--- src/rtl/mips_multicycle_ctrl.sv ---
// Multicycle MIPS main control FSM.
// Sequences the shared datapath (PC, memory, register file, ALU, PC mux) over
// several cycles per instruction. Memory accesses stall on mem_ready.
// A retired-instruction counter is kept for bring-up and performance checks.
// Optional: define ILLEGAL_TRAP_EN to send illegal opcodes to a sticky TRAP
// state; otherwise they retire as NOPs from DECODE.
module mips_multicycle_ctrl #(
  parameter int unsigned CNT_W    = 32,
  parameter logic [5:0]  OP_RTYPE = 6'b000000,
  parameter logic [5:0]  OP_LW    = 6'b100011,
  parameter logic [5:0]  OP_SW    = 6'b101011,
  parameter logic [5:0]  OP_BEQ   = 6'b000100,
  parameter logic [5:0]  OP_J     = 6'b000010
) (
  input  logic             CLK,
  input  logic             RESET_N,
  input  logic [5:0]       opcode,
  input  logic             zero,
  input  logic             mem_ready,
  output logic             mem_req,
  output logic             mem_we,
  output logic             iord,
  output logic             ir_write,
  output logic             pc_en,
  output logic [1:0]       pc_src,
  output logic             alu_src_a,
  output logic [1:0]       alu_src_b,
  output logic [1:0]       alu_op,
  output logic             reg_write,
  output logic             reg_dst,
  output logic             mem_to_reg,
  output logic             retire,
  output logic [CNT_W-1:0] instr_count,
  output logic [3:0]       state_out,
  output logic             trap
);

  typedef enum logic [3:0] {
    StReset  = 4'd0,
    StFetch  = 4'd1,
    StDecode = 4'd2,
    StMemAdr = 4'd3,
    StMemRd  = 4'd4,
    StMemWb  = 4'd5,
    StMemWr  = 4'd6,
    StExec   = 4'd7,
    StAluWb  = 4'd8,
    StBranch = 4'd9,
    StJump   = 4'd10
`ifdef ILLEGAL_TRAP_EN
    ,
    StTrap   = 4'd11
`endif
  } state_e;

  state_e           state_q, state_d;
  logic [CNT_W-1:0] count_q;
  logic             op_legal;

  assign op_legal = (opcode == OP_RTYPE) || (opcode == OP_LW) || (opcode == OP_SW) ||
                    (opcode == OP_BEQ) || (opcode == OP_J);

  // State register
  always_ff @(posedge CLK or negedge RESET_N) begin
    if (!RESET_N) state_q <= StReset;
    else          state_q <= state_d;
  end

  // Retired-instruction counter, wraps silently
  always_ff @(posedge CLK or negedge RESET_N) begin
    if (!RESET_N)    count_q <= '0;
    else if (retire) count_q <= count_q + {{(CNT_W-1){1'b0}}, 1'b1};
  end

  // Next-state logic
  always_comb begin
    state_d = state_q;
    unique case (state_q)
      StReset:  state_d = StFetch;
      StFetch:  if (mem_ready) state_d = StDecode;
      StDecode: begin
        if (!op_legal) begin
`ifdef ILLEGAL_TRAP_EN
          state_d = StTrap;
`else
          state_d = StFetch;
`endif
        end else if (opcode == OP_LW || opcode == OP_SW) begin
          state_d = StMemAdr;
        end else if (opcode == OP_RTYPE) begin
          state_d = StExec;
        end else if (opcode == OP_BEQ) begin
          state_d = StBranch;
        end else begin
          state_d = StJump;
        end
      end
      StMemAdr: state_d = (opcode == OP_LW) ? StMemRd : StMemWr;
      StMemRd:  if (mem_ready) state_d = StMemWb;
      StMemWb:  state_d = StFetch;
      StMemWr:  if (mem_ready) state_d = StFetch;
      StExec:   state_d = StAluWb;
      StAluWb:  state_d = StFetch;
      StBranch: state_d = StFetch;
      StJump:   state_d = StFetch;
`ifdef ILLEGAL_TRAP_EN
      StTrap:   state_d = StTrap;
`endif
      default:  state_d = StReset;
    endcase
  end

  // Moore output decode; only handshake and branch terms look at inputs
  always_comb begin
    mem_req    = 1'b0;
    mem_we     = 1'b0;
    iord       = 1'b0;
    ir_write   = 1'b0;
    pc_en      = 1'b0;
    pc_src     = 2'b00;
    alu_src_a  = 1'b0;
    alu_src_b  = 2'b00;
    alu_op     = 2'b00;
    reg_write  = 1'b0;
    reg_dst    = 1'b0;
    mem_to_reg = 1'b0;
    retire     = 1'b0;
    trap       = 1'b0;
    unique case (state_q)
      StFetch: begin
        mem_req   = 1'b1;
        alu_src_b = 2'b01;
        ir_write  = mem_ready;
        pc_en     = mem_ready;
      end
      StDecode: begin
        alu_src_b = 2'b11;
`ifndef ILLEGAL_TRAP_EN
        retire    = ~op_legal;
`endif
      end
      StMemAdr: begin
        alu_src_a = 1'b1;
        alu_src_b = 2'b10;
      end
      StMemRd: begin
        mem_req = 1'b1;
        iord    = 1'b1;
      end
      StMemWb: begin
        reg_write  = 1'b1;
        mem_to_reg = 1'b1;
        retire     = 1'b1;
      end
      StMemWr: begin
        mem_req = 1'b1;
        mem_we  = 1'b1;
        iord    = 1'b1;
        retire  = mem_ready;
      end
      StExec: begin
        alu_src_a = 1'b1;
        alu_op    = 2'b10;
      end
      StAluWb: begin
        reg_write = 1'b1;
        reg_dst   = 1'b1;
        retire    = 1'b1;
      end
      StBranch: begin
        alu_src_a = 1'b1;
        alu_op    = 2'b01;
        pc_src    = 2'b01;
        pc_en     = zero;
        retire    = 1'b1;
      end
      StJump: begin
        pc_src = 2'b10;
        pc_en  = 1'b1;
        retire = 1'b1;
      end
`ifdef ILLEGAL_TRAP_EN
      StTrap: trap = 1'b1;
`endif
      default: ;
    endcase
  end

  assign instr_count = count_q;
  assign state_out   = state_q;

endmodule

--- config.mk ---
export PLATFORM = sky130hd
export DESIGN_NAME = mips_multicycle_ctrl
export DESIGN_NICKNAME = d
export VERILOG_FILES = /design/src/rtl/mips_multicycle_ctrl.sv
export SDC_FILE = /design/constraint.sdc
export NUM_CORES = 1
export LEC_CHECK = 0
export BUFFER_PORTS_ARGS = -buffer_cell sky130_fd_sc_hd__buf_2
export CORE_MARGIN = 5
export CORE_UTILIZATION = 30
export DETAILED_ROUTE_END_ITERATION = 10
export PLACE_DENSITY = 0.54
export SLEW_MARGIN = 20
export SYNTH_ARGS = -nofsm -noshare
export SYNTH_HDL_FRONTEND = slang
export SYNTH_SLANG_ARGS = --single-unit
--- constraint.sdc ---
create_clock -name CLK -period 3.18 [get_ports CLK]
set_clock_uncertainty 0.1 [all_clocks]
set_input_delay 0.636 -clock CLK [delete_from_list [all_inputs] [get_ports CLK]]
set_output_delay 0.636 -clock CLK [all_outputs]
set_load 0.005 [all_outputs]
==> results.json, run 1 <==
{
  "outcome": "complete, no violations",
  "drive_gt1_frac": 0.338,
  "worstSkewPairLatency_ps": 290,
  "syn-num-nets": 216,
  "worst_pin_slew_ps": 825,
  "core_sq_um": 6760,
  "overflow": 0,
  "rsz0062_at_grt": "no",
  "start_kind": "flop",
  "num_antenna_cells": 0,
  "syn2layout_area_growth_pct": 22.5,
  "drv_slew": 0,
  "io_buffers": 61,
  "place_hpwl_um": 3610,
  "dpl_cell_area_sq_um": 2430,
  "rows": 30,
  "drt_iter0_drc": 39,
  "pin_count": 63,
  "root_buffer": "clkbuf_8",
  "initial_core_util": 0.306,
  "seqCellArea_sq_um": 901,
  "n_fill_cell": 692,
  "firstDrtPassIters": 4,
  "final_antenna_net_count": 0,
  "ys_warn_count": 0,
  "leakage_nw": 1.05,
  "post-cts-setup-buffer-count": 0,
  "final_core_util": 0.375,
  "clockBufferDepth": 2,
  "reg2regPathDepth": 6,
  "die_area_sq_um": 8660,
  "crit_path_max_fanout": 18,
  "netlist.area_leader.share": 0.435,
  "htreeDepth": 2,
  "relSlewSlack": 0.450,
  "crit_type": "reg2out",
  "path_cells": "nand2b_4 -> a21oi_2 -> a211oi_4 -> inv_2 -> buf_2",
  "path_delay_family": "flip-flops",
  "syn_area_per_cell_sq_um": 10.1,
  "wl_per_cell_um": 14.4,
  "max_stage_delay_ps": 690,
  "worst-path-buf-inv": 2,
  "via_per_inst": 4.95,
  "whs_ps": 339,
  "startpoint": "state_out[2]$_DFFE_PN0P_",
  "via_count": 1713,
  "gp_congestion": 0.777,
  "fin_nets": 276,
  "die_w_um": 93.1,
  "cpMaxStageDelayCell": "dfrtp_1",
  "clkTransAtPathRegs_ps": 80,
  "vdd_drop_max_uv": 243,
  "arrival_ps": 1880,
  "grt_antenna_before_repair": 0,
  "end_kind": "output pin",
  "post-route-min-period_ps": 2620,
  "yosysSeqAreaShare": 0.435,
  "ys_seq_elements": 36,
  "synth.area.top_cells": "dfrtp_1 (44%), xor2_1 (9.3%), nor4_2 (4.2%)",
  "max_freq_mhz": 382,
  "grt_pass1_vias": 1746,
  "postCtsResizedCells": 0,
  "syn_area_sq_um": 2070,
  "worst_hold_path_type": "in2async",
  "maxCapViolCount": 0,
  "grt_use_total": 0.124,
  "cts_hold_buf": 0,
  "required_ps": 2440,
  "power_mw": 1.63,
  "timing.final.crit_share": 0.823,
  "cts_inserted_buffers": 5,
  "die_h_um": 93.1,
  "grt_max_degree": 37,
  "wirelength_um": 5000,
  "numClockSinks": 36,
  "route.detailed.drc": 0,
  "power_density_nw_per_um2": 644,
  "finalSetupViolCount": 0,
  "cp.depth": 5,
  "synth_cells": 205,
  "fin_setup_tns_ps": 0,
  "final_cell_mix": "buf_2 (61), dfrtp_1 (36), xor2_1 (22)",
  "cts_tree": "done",
  "synth_top_area_cell": "dfrtp_1",
  "multiInputGateArea_sq_um": 1100,
  "grt_pass1_wl_um": 8650,
  "reg2reg_from": "state_out[2]$_DFFE_PN0P_",
  "yosysUniqueCellTypes": 47,
  "hold_viol": 0,
  "finish.instance_area_sq_um": 2540,
  "final_common_cell": "buf_2"
}
## synthesized netlist by cell type (all sizes together)
| master | number |
|---|---|
| nand2b | 5 |
| a221oi | 1 |
| ha | 1 |
| inv | 3 |
| dfrtp | 36 |
| or3 | 1 |
| nand3 | 12 |
| a41o | 1 |
| nand4b | 1 |
| and2 | 1 |
| nand4 | 6 |
| clkinv | 1 |
| nor2 | 14 |
| a22oi | 1 |
| o22a | 1 |
| a211o | 1 |
| nand3b | 1 |
| a21oi | 9 |
| mux2i | 1 |
| conb | 1 |
| nand2 | 22 |
| clkbuf | 3 |
| buf | 6 |
| a211oi | 1 |
| and3 | 4 |
| a21boi | 1 |
| nor4bb | 1 |
| a21o | 1 |
| nor4 | 12 |
| nor3 | 16 |
| xnor2 | 9 |
| xor2 | 22 |
| nor4b | 4 |
| o21bai | 1 |
| o21ai | 2 |
| or2 | 2 |
## layer usage
layer  GRT usage  share of wire  vias to the layer above
met4      0.0379          0.012                        0
met1       0.164           0.48                      809
met2       0.197           0.44                       54
li1            -              -                      844
met3      0.0322          0.066                        6
met5           0              0                        -
## layout make-up
type                       instances  share of cell area
clock buffer                       6              0.0286
clock inverter                     2              0.0138
inverter                           4             0.00592
multi-input combinational        156               0.434
sequential                        36               0.355
tap                               80              0.0395
timing repair buffer              62               0.123
## final timing paths
path	endpoint	slack (ps)
setup / recovery	retire	560
setup reg to reg	instr_count[26]$_DFFE_PN0P_	970
hold reg to reg	instr_count[31]$_DFFE_PN0P_	390
hold / removal	instr_count[2]$_DFFE_PN0P_	340
min in group CLK	instr_count[31]$_DFFE_PN0P_	390
max in group asynchronous	instr_count[30]$_DFFE_PN0P_	2110
## metrics by stage
step	setup slack, ps	cells
6_report	562	346
5_1_grt	356	346
4_1_cts	505	346
3_5_place_dp	705	338
3_3_place_gp	723	338
2_1_floorplan	971	205
## sequential cells by signal, indices dropped and copies added (netlist names)
signal and cells:
state_out 4, instr_count 32
## power by group
| part | internal, mW | total [mW] | switching (mW) |
|---|---|---|---|
| sequential | 0.521 | 0.653 | 0.132 |
| clock | 0.233 | 0.399 | 0.166 |
| combinational | 0.248 | 0.580 | 0.331 |
## kinds of logic after synthesis
| family | after synthesis | share of synthesized area |
|---|---|---|
| other cells | 1 | 0.00181 |
| compound gates | 20 | 0.0743 |
| xor+xnor | 31 | 0.131 |
| mux | 1 | 0.00483 |
| simple gates | 102 | 0.313 |
| buf+inv | 13 | 0.0338 |
| flops | 36 | 0.435 |
| fa+ha+maj | 1 | 0.00604 |
Power figures use the tool's default switching activity.
==> inputs of run 2 (changes only) <==
--- a/config.mk
+++ b/config.mk
@@ -9,7 +9,7 @@
 export CORE_MARGIN = 5
 export CORE_UTILIZATION = 30
 export DETAILED_ROUTE_END_ITERATION = 10
-export PLACE_DENSITY = 0.54
+export PLACE_DENSITY = 0.56
 export SLEW_MARGIN = 20
 export SYNTH_ARGS = -nofsm -noshare
 export SYNTH_HDL_FRONTEND = slang
==> constraint.sdc (replaced) <==
create_clock -name CLK -period 2.3 [get_ports CLK]
set_clock_uncertainty 0.1 [all_clocks]
set_input_delay 0.46 -clock CLK [delete_from_list [all_inputs] [get_ports CLK]]
set_output_delay 0.46 -clock CLK [all_outputs]
set_load 0.005 [all_outputs]
==> run 2 against run 1 <==
Routed wire length up 1.3%. Total power rose by 40%. Sequential cell count stayed put. Utilization grew 0.78 points. Cell area grew 2.1%. First-iteration DRC count rose by 100%. Register-to-register slack worse by 570 ps. Setup slack worse by 410 ps. Worst hold slack worse by 180 ps. Non-clock buffer count grew 7. Largest cell class unchanged. Largest power group is now combinational logic.
==> results.json, run 2 (synthesized netlist as in run 1, its figures left out) <==
{
  "die_h_um": 93.1,
  "reg2regPathDepth": 6,
  "overflow": 0,
  "drv_slew": 0,
  "wirelength_um": 5060,
  "gp_congestion": 0.745,
  "required_ps": 1740,
  "wl_per_cell_um": 14.3,
  "vdd_drop_max_uv": 429,
  "worstSkewPairLatency_ps": 280,
  "drt_iter0_drc": 79,
  "rsz0062_at_grt": "no",
  "clockBufferDepth": 2,
  "cts_tree": "done",
  "power_density_nw_per_um2": 883,
  "worst_hold_path_type": "in2async",
  "dpl_cell_area_sq_um": 2490,
  "post-route-min-period_ps": 2150,
  "route.detailed.drc": 0,
  "final_cell_mix": "buf_2 (61), dfrtp_1 (33), xor2_1 (22)",
  "place_hpwl_um": 3770,
  "arrival_ps": 1590,
  "die_w_um": 93.1,
  "fin_nets": 283,
  "htreeDepth": 2,
  "end_kind": "output pin",
  "timing.final.crit_share": 0.935,
  "die_area_sq_um": 8660,
  "core_sq_um": 6760,
  "maxCapViolCount": 0,
  "clkTransAtPathRegs_ps": 70,
  "pin_count": 63,
  "final_common_cell": "buf_2",
  "grt_use_total": 0.122,
  "fin_setup_tns_ps": 0,
  "crit_path_max_fanout": 4,
  "ff2ff_setup_slack_ps": 400,
  "cts_inserted_buffers": 5,
  "final_antenna_net_count": 0,
  "crit_type": "in2out",
  "grt_antenna_before_repair": 0,
  "io_buffers": 61,
  "largest_reg_flops": 32,
  "outcome": "complete, no violations",
  "relSlewSlack": 0.470,
  "grt_pass1_vias": 1808,
  "max_freq_mhz": 465,
  "n_fill_cell": 690,
  "grt_max_degree": 37,
  "via_per_inst": 4.97,
  "grt-busiest-layer": "met2",
  "finish.instance_area_sq_um": 2590,
  "use_met1": 0.158,
  "finalSetupViolCount": 0,
  "hold_viol": 0,
  "via_count": 1753,
  "rows": 30,
  "syn2layout_area_growth_pct": 25.0,
  "start_kind": "input pin",
  "final_core_util": 0.383,
  "root_buffer": "clkbuf_8",
  "r2r_end": "instr_count[24]$_DFFE_PN0P_",
  "worst_pin_slew_ps": 795,
  "grt_pass1_wl_um": 8520,
  "firstDrtPassIters": 4,
  "fin_ws_ps": 150,
  "gr-usage-met2": 0.199,
  "reg2reg_from": "state_out[3]$_DFFE_PN0P_",
  "num_antenna_cells": 0,
  "initial_core_util": 0.306,
  "numClockSinks": 36,
  "drive_gt1_frac": 0.366,
  "met3_usage": 0.0394,
  "leakage_nw": 1.08,
  "post-place-ws_ps": 142
}
==> run 2: where the power goes <==
| part | leakage [nW] | switching, mW | total, mW | internal [mW] |
|---|---|---|---|---|
| sequential | 0.395 | 0.139 | 0.864 | 0.725 |
| clock | 0.0455 | 0.225 | 0.470 | 0.245 |
| combinational | 0.635 | 0.521 | 0.952 | 0.431 |
==> run 2: worst max-delay path, stage by stage <==
cell,delay (ps)
buf_2,110
nor3_1,300
a22oi_2,130
a211oi_4,380
inv_2,60
buf_2,130
==> run 2: what timing repair did <==
action	CTS	global route
hold buffers	0	0
setup endpoints to repair	1	2
setup buffers	0	0
gates resized for setup	1	3
==> run 2: through the flow <==
| stage | total power, mW | hold WS [ps] | instances |
|---|---|---|---|
| 4_1_cts | 2.31 | 199 | 353 |
| 6_report | 2.29 | 155 | 353 |
| 3_3_place_gp | 1.83 | 353 | 345 |
| 3_5_place_dp | 1.83 | 357 | 345 |
| 5_1_grt | 2.45 | 242 | 353 |
| 2_1_floorplan | 1.43 | 64.4 | 205 |
==> run 2: worst max path at each step <==
stage                                   startpoint     end  cells after the start
after global routing      state_out[2]$_DFFE_PN0P_  retire                      5
after detailed placement                 opcode[0]  retire                      6
after global placement                   opcode[0]  retire                      6
after floorplan                          opcode[0]  retire                      4
final                                    opcode[0]  retire                      6
after CTS                 state_out[2]$_DFFE_PN0P_  retire                      5
==> run 2: cell type report <==
| type | count | area, sq um | area share |
|---|---|---|---|
| Clock buffer | 8 | 90.1 | 0.0348 |
| Inverter | 4 | 16.3 | 0.00628 |
| Multi-Input combinational cell | 156 | 1100 | 0.425 |
| Sequential cell | 36 | 905 | 0.349 |
| Tap cell | 80 | 100 | 0.0387 |
| Timing Repair Buffer | 69 | 378 | 0.146 |
==> run 2: layer usage <==
layer  vias to the layer above  share of wire  wire (um)
met5                         -              0          0
met4                         0         0.0083         42
met3                         4          0.061        307
met2                        51           0.46       2340
met1                       840           0.47       2370
li1                        858              -          -
==> inputs of run 3 (changes only) <==
--- a/config.mk
+++ b/config.mk
@@ -6,6 +6,7 @@
 export NUM_CORES = 1
 export LEC_CHECK = 0
 export BUFFER_PORTS_ARGS = -buffer_cell sky130_fd_sc_hd__buf_2
+export CORE_ASPECT_RATIO = 1.2
 export CORE_MARGIN = 5
 export CORE_UTILIZATION = 30
 export DETAILED_ROUTE_END_ITERATION = 10
==> constraint.sdc (replaced) <==
create_clock -name CLK -period 2.3 [get_ports CLK]
set_clock_uncertainty 0.1 [all_clocks]
set_input_delay 0.46 -clock CLK [delete_from_list [all_inputs] [get_ports CLK]]
set_output_delay 0.46 -clock CLK [all_outputs]
set_load 0.05 [all_outputs]
==> run 3 against run 2 <==
Routed wire length rose by 0.79%. Sequential share of layout area decreased by 1.0 points. Utilization grew 1.1 points. Combinational power is 72% higher. Sequential cell count stayed put. Global-route usage up 0.091 points. First-iteration DRC count fell by 43%. Cell area rose by 3.1%.
==> results.json, run 3 (synthesized netlist as in run 1, its figures left out) <==
{
  "path_delay_family": "compound AO/OA/AOI/OAI gates",
  "drt_iter0_drc": 45,
  "final_cell_mix": "buf_2 (61), dfrtp_1 (32), xor2_1 (22)",
  "arrival_ps": 1650,
  "post-route-min-period_ps": 2210,
  "power_density_nw_per_um2": 1120,
  "core_sq_um": 6770,
  "finalSetupViolCount": 0,
  "place_hpwl_um": 3810,
  "grt_max_degree": 37,
  "die_w_um": 85.8,
  "gp_congestion": 0.753,
  "grt_pass1_vias": 1757,
  "wl_per_cell_um": 14.1,
  "final_core_util": 0.394,
  "leakage_nw": 1.09,
  "initial_core_util": 0.306,
  "vdd_drop_max_uv": 809,
  "overflow": 0,
  "rsz0062_at_grt": "no",
  "drv_slew": 0,
  "wirelength_um": 5100,
  "fin_nets": 285,
  "path_cells": "buf_2 -> nor3_1 -> a22oi_2 -> a211oi_4 -> inv_2 -> buf_2",
  "max_stage_delay_ps": 320,
  "required_ps": 1740,
  "crit_path_max_fanout": 3,
  "worst_hold_path_type": "in2async",
  "final_antenna_net_count": 0,
  "numClockSinks": 36,
  "htreeDepth": 2,
  "root_buffer": "clkbuf_8",
  "grt_pass1_wl_um": 8550,
  "die_h_um": 101,
  "n_fill_cell": 705,
  "grt_antenna_before_repair": 0,
  "syn2layout_area_growth_pct": 28.9,
  "crit_path_frequent_cell": "buf_2",
  "route.detailed.drc": 0,
  "whs_ps": 114,
  "num_antenna_cells": 0,
  "cts_inserted_buffers": 5,
  "rows": 33,
  "largest_reg_flops": 32,
  "hold_viol": 0,
  "via_count": 1764,
  "firstDrtPassIters": 4,
  "cts_hold_buf": 0,
  "max_freq_mhz": 453,
  "cpMaxStageDelayCell": "nor3_1",
  "io_buffers": 61,
  "via_per_inst": 4.87,
  "cts_tree": "done",
  "pin_count": 63,
  "seqCellArea_sq_um": 906,
  "grt_use_total": 0.123,
  "start_kind": "input pin",
  "clkTransAtPathRegs_ps": 70,
  "power_mw": 3.00,
  "worst-path-buf-inv": 3,
  "outcome": "complete, no violations",
  "maxCapViolCount": 0,
  "worstSkewPairLatency_ps": 280,
  "die_area_sq_um": 8670,
  "drive_gt1_frac": 0.407,
  "timing.final.crit_share": 0.961,
  "end_kind": "output pin",
  "final_common_cell": "buf_2",
  "crit_type": "in2out",
  "multiInputGateArea_sq_um": 1160,
  "clockBufferDepth": 2
}
## run 3: cell types whose count changed in the layout (fill, tap and decap cells not counted), moves of 2 or more
cell / before / now
buf_4: 7 / 9
nor2_1: 13 / 10
nor2_4: 0 / 2
nor3_1: 15 / 12
nor3_4: 1 / 3
## run 3: path summary, 6_finish.rpt
check | startpoint | end | slack, ps | cells past startpoint
worst max-delay path | opcode[0] | retire | 90 | 6
worst min-delay path | RESET_N | instr_count[21]$_DFFE_PN0P_ | 110 | 2
worst max register to register | state_out[3]$_DFFE_PN0P_ | instr_count[9]$_DFFE_PN0P_ | 430 | 6
worst min register to register | instr_count[31]$_DFFE_PN0P_ | instr_count[31]$_DFFE_PN0P_ | 370 | 1
max in group asynchronous | RESET_N | state_out[2]$_DFFE_PN0P_ | 1640 | 2
min in group CLK | instr_count[31]$_DFFE_PN0P_ | instr_count[31]$_DFFE_PN0P_ | 370 | 1
## run 3: cell type report
| class | instances | area share |
|---|---|---|
| flip-flops and latches | 36 | 0.339 |
| well taps | 87 | 0.0408 |
| inverters | 4 | 0.00562 |
| repair buffers | 71 | 0.147 |
| clock buffers | 8 | 0.0337 |
| multi-input cells | 156 | 0.433 |
## run 3: metal layers
metal,vias to the layer above,track usage,part of all wire
met5,-,0,0
met4,0,0.0365,0.0057
met3,2,0.0311,0.068
met2,50,0.219,0.50
met1,850,0.145,0.42
li1,862,-,-
## run 3: what timing repair did
action                                  4_1_cts  5_1_grt
resized for setup                             0        3
setup buffers                                 0        0
endpoints found under the setup margin        0        3
## run 3: through the flow
stage          setup slack [ps]  setup TNS, ps  instance area (sq um)  std cells
2_1_floorplan              -162           -162                   2130        205
3_3_place_gp                139              0                   2580        354
3_5_place_dp                107              0                   2580        354
4_1_cts                    4.03              0                   2670        362
5_1_grt                    9.95              0                   2670        362
6_report                   90.3              0                   2670        362
## run 3: where the power goes
group / internal, mW / leakage, nW / total [mW] / switching, mW
Combinational: 0.474 / 0.649 / 1.64 / 1.17
Sequential: 0.727 / 0.394 / 0.892 / 0.166
Clock: 0.244 / 0.0455 / 0.460 / 0.216
